**src/rtl/fetch_unit.sv**
```systemverilog
// Instruction fetch: 32-bit byte PC indexes a combinational imem; fetched words enter a 2-entry FIFO.
// Latency 1 cycle imem_a->instr; redirect flushes and retargets; a full buffer without deq stalls the PC.
module fetch_unit #(
  parameter logic [31:0] RESET_PC = 32'h00000000,
  parameter int          DEPTH    = 2
) (
  input  logic        clk,
  input  logic        reset,
  input  logic        fetch_en,
  input  logic        redirect_valid,
  input  logic [31:0] redirect_pc,
  output logic [10:0] imem_a,
  input  logic [31:0] imem_rd,
  output logic        instr_valid,
  input  logic        instr_ready,
  output logic [31:0] instr,
  output logic [31:0] instr_pc
);

  typedef enum logic [1:0] {
    EMPTY = 2'd0,
    ONE   = 2'd1,
    FULL  = 2'd2
  } state_t;

  state_t      r_state;
  logic [31:0] r_pc;
  logic [31:0] r_ent_instr [DEPTH];
  logic [31:0] r_ent_pc    [DEPTH];

  logic w_deq;
  logic w_enq;
  logic w_unused_redirect_lsb;

  assign imem_a      = r_pc[12:2];
  assign instr_valid = (r_state != EMPTY);
  assign instr       = r_ent_instr[0];
  assign instr_pc    = r_ent_pc[0];

  assign w_deq = instr_valid & instr_ready & ~redirect_valid;
  assign w_enq = fetch_en & ~redirect_valid & ((r_state != FULL) | w_deq);

  assign w_unused_redirect_lsb = ^redirect_pc[1:0];

  // Slot 0 is always the head; vacated slots are zeroed so instr/instr_pc read 0 when empty.
  always_ff @(posedge clk or posedge reset) begin
    if (reset) begin
      r_state        <= EMPTY;
      r_pc           <= RESET_PC;
      r_ent_instr[0] <= '0;
      r_ent_instr[1] <= '0;
      r_ent_pc[0]    <= '0;
      r_ent_pc[1]    <= '0;
    end else if (redirect_valid) begin
      r_state        <= EMPTY;
      r_pc           <= {redirect_pc[31:2], 2'b00};
      r_ent_instr[0] <= '0;
      r_ent_instr[1] <= '0;
      r_ent_pc[0]    <= '0;
      r_ent_pc[1]    <= '0;
    end else begin
      if (w_enq) begin
        r_pc <= r_pc + 32'd4;
      end
      case (r_state)
        EMPTY: begin
          if (w_enq) begin
            r_ent_instr[0] <= imem_rd;
            r_ent_pc[0]    <= r_pc;
            r_state        <= ONE;
          end
        end
        ONE: begin
          if (w_enq && w_deq) begin
            r_ent_instr[0] <= imem_rd;
            r_ent_pc[0]    <= r_pc;
          end else if (w_enq) begin
            r_ent_instr[1] <= imem_rd;
            r_ent_pc[1]    <= r_pc;
            r_state        <= FULL;
          end else if (w_deq) begin
            r_ent_instr[0] <= '0;
            r_ent_pc[0]    <= '0;
            r_state        <= EMPTY;
          end
        end
        FULL: begin
          if (w_deq) begin
            r_ent_instr[0] <= r_ent_instr[1];
            r_ent_pc[0]    <= r_ent_pc[1];
            r_ent_instr[1] <= w_enq ? imem_rd : 32'd0;
            r_ent_pc[1]    <= w_enq ? r_pc : 32'd0;
            r_state        <= w_enq ? FULL : ONE;
          end
        end
        default: r_state <= EMPTY;
      endcase
    end
  end

endmodule

```
**config.mk**
```make
export PLATFORM = sky130hd
export DESIGN_NAME = fetch_unit
export DESIGN_NICKNAME = d
export VERILOG_FILES = /design/src/rtl/fetch_unit.sv
export SDC_FILE = /design/constraint.sdc
export NUM_CORES = 1
export LEC_CHECK = 0
export ABC_AREA = 1
export ABC_CLOCK_PERIOD_IN_PS = 7200
export CORE_MARGIN = 2
export CORE_UTILIZATION = 35
export CTS_CLUSTER_DIAMETER = 80
export CTS_CLUSTER_SIZE = 12
export DETAILED_ROUTE_END_ITERATION = 8
export PLACE_DENSITY = 0.57
export SLEW_MARGIN = 20
export SYNTH_ARGS = -nofsm -noshare
export SYNTH_HDL_FRONTEND = slang
export SYNTH_SLANG_ARGS = --single-unit
```
**constraint.sdc**
```tcl
create_clock -name clk -period 7.2 [get_ports clk]
set_clock_uncertainty 0.15 [all_clocks]
set_input_delay 1.44 -clock clk [delete_from_list [all_inputs] [get_ports clk]]
set_output_delay 1.44 -clock clk [all_outputs]
set_load 0.005 [all_outputs]
```
==> qor.txt <==
Clock transition at path regs: 0.07 ns
CORE AREA: 25900 sq um
Non-filler instance count after layout: 1644
Status: complete, no violations
Grt total ovfl: 0
Area contributors post-synth: dfrtp_1, nand2_1, nand3_1, buf_4, o21ai_0
Critical path type: input port to flop
Die Y: 166 microns
Critical path launch point type: input port
Tightest Pin Transition: 0.990 ns
Largest delay contributor family on the critical path: buffers and inverters
DRC: 0
Starting density of the core: 35.4%
GRT Total Usage: 19.9%
Tightest hold margin: 0.329 ns
Max Cap Violations: 0
Die W: 166 microns
Cells along the critical path: clkdlybuf4s50_1 -> buf_4 -> inv_2 -> nand3_1 -> nand3_1 -> nor2_4 -> inv_2 -> buf_4 -> nand2_1 -> o21ai_1
WL per Instance: 16.4 microns
Crit end category: flop
Max-slew headroom: 34.0%
Row count: 59
Clock tree from TritonCTS: done
Syn avg cell area: 7.19 sq um
Max Clk Rate: 0.213 GHz
Hold WC Path Type: flop to flop
Synth-to-layout area growth: 17.6%
Vias per inst: 5.09
Final setup fails: 0
Period Utilization, post-route: 65.2%
Die ar.: 27500 sq um
H-tree depth: 4
Post-CTS sizing: 0
Post-route antenna net violation count: 0
Setup bufs post-CTS: 0
Io pins: 145
Initial antenna violation count: 0
CP max stage delay: 0.71 ns
Initial DRC count: 756
Layout cell share with drive strength beyond 1: 5.19%
Final min period: 4.69 ns
CTS Sinks: 158
Unrepaired setup endpoints after global routing: false
Root Driver: clkbuf_16
Synthesized area: 9170 sq um
Largest net degree at the start of global routing: 70
Dpl hpwl: 17.0 mm
Synth Instances: 1275
Final Util: 41.6%
Buf/Inv on CP: 5
CTS max path bufs: 2
PortBufs: 142
Global-route wire length before repair: 44.2 mm
Ys Warns: 0
Routed wire length: 27.0 mm
Synth top area share: 43.1%
Power Dens Cells: 352 nW/um^2
CP max stage cell: nor2_4
Diode count: 0
Drt first pass iters: 5
Synth area leader: dfrtp_1
Fin. max-slew vios: 0
Maximum vdd drop: 0.000168 V
Placed Cells: 1611
Clock Latency Late Sink: 0.43 ns
Hold Vio Cnt, Final: 0
Post-Route Setup TNS: 0 ns
Sequential element share of the synthesized area: 43.1%
DR vias: 8373
Vias in the first global route: 8097
Syn nets: 1349
Worst-path maximum fanout: 41
Inserted Clock Buffers: 17
WP data arrival: 4.84 ns
Leakage power: 5.13 nW
Post-synthesis cell type count: 33
Nets@finish: 1370
Routability cong.: 0.859
Required @ worst endpoint: 7.35 ns
Synth Register Bits: 158
Cts hold-fix bufs: 0
[layout by cell type, fill, tap and decap left out, types with 2 or more instances in the layout]
master,count
xor2_1,3
o21ai_1,32
o21bai_1,3
o221ai_1,2
inv_1,49
nor2_1,54
inv_8,4
nor2_4,2
dfrtp_1,158
inv_6,6
inv_2,8
nand3_1,235
o211ai_1,6
a22oi_1,2
bufinv_16,2
nand2_1,462
clkbuf_16,17
nor3_1,2
nor2_2,2
clkdlybuf4s50_1,142
or2_2,4
clkinvlp_4,2
ha_1,4
nand2_2,2
a21oi_1,4
buf_4,12
o21ai_0,78
nand4_1,2
[layout make-up]
class,instances,area (sq um)
Multi-Input combinational cell,905,4050
Clock inverter,14,173
Clock buffer,18,429
Fill cell,2630,15100
Timing Repair Buffer,155,1540
Sequential cell,158,3950
Tap cell,335,419
Inverter,59,226
[flip-flops by register name, indices dropped and copies added (netlist names)]
name,count
instr,32
instr_pc,31
r_ent_instr,32
r_ent_pc,31
r_pc,30
r_state,2
[logic make-up after synthesis]
| family | share of synthesized area, % |
|---|---|
| AO/OA/AOI/OAI | 7.71 |
| XOR/XNOR | 0.287 |
| adder cells (fa/ha/maj) | 0.682 |
| buffers and inverters | 12.9 |
| flip-flops | 43.1 |
| AND/OR/NAND/NOR | 35.3 |
[report_power, final]
group | leakage [nW] | switching (mW) | internal, mW
combinational | 2.79 | 0.857 | 0.615
sequential | 2.04 | 0.191 | 1.19
clock | 0.290 | 0.414 | 0.527
total | 5.13 | 1.46 | 2.34
[per-stage QoR]
step                setup slack [ns]  area [sq um]  total power [mW]
global route                    2.20         10800              4.08
finish                          2.51         10800              3.80
CTS                             2.45         10800              3.84
global placement                2.04         10200              2.86
floorplan                       1.35          9170              2.47
detailed placement              2.01         10200              2.89
[per-layer routing]
layer  up-vias  global-route usage (%)  wire length, microns
met5         -                       0                     0
met4         0                    5.29                   380
met3        31                    3.43                  1280
met2       279                    32.1                 12700
met1      3973                    27.6                 12700
li1       4090                       -                     -
[tightest hold or removal path, cell delays in order (launching register included)]
cell and delay [ns]:
dfrtp_1 0.34, nand2_1 0.05, nand2_1 0.05
[cell usage after synthesis]
| cell | count |
|---|---|
| a21oi_1 | 4 |
| a21oi_2 | 1 |
| a22oi_1 | 2 |
| a31oi_1 | 1 |
| buf_1 | 5 |
| buf_2 | 35 |
| buf_4 | 76 |
| buf_6 | 8 |
| clkbuf_1 | 28 |
| clkbuf_2 | 1 |
| clkinv_1 | 1 |
| dfrtp_1 | 158 |
| ha_1 | 5 |
| inv_1 | 51 |
| inv_2 | 7 |
| nand2_1 | 463 |
| nand2_2 | 1 |
| nand2_4 | 1 |
| nand3_1 | 235 |
| nand4_1 | 2 |
| nor2_1 | 54 |
| nor2_2 | 2 |
| nor2_4 | 2 |
| nor2_8 | 1 |
| nor3_1 | 2 |
| o211ai_1 | 6 |
| o211ai_4 | 1 |
| o21ai_0 | 78 |
| o21ai_1 | 32 |
| o21bai_1 | 3 |
| o221ai_1 | 2 |
| or2_2 | 4 |
| xor2_1 | 3 |
[final timing paths]
| check | startpoint | to | slack [ns] | cells after the start |
|---|---|---|---|---|
| max in group asynchronous | reset | r_pc[30] | 4.45 | 3 |
| min in group asynchronous | reset | instr[24] | 1.34 | 2 |
| min | instr[26] | instr[26] | 0.33 | 2 |
| max reg2reg | r_state[0] | instr_pc[8] | 3.33 | 10 |
| max | redirect_valid | instr_pc[8] | 2.51 | 10 |
| min reg2reg | instr[26] | instr[26] | 0.33 | 2 |
No activity file was read; power rests on OpenSTA's default activity.
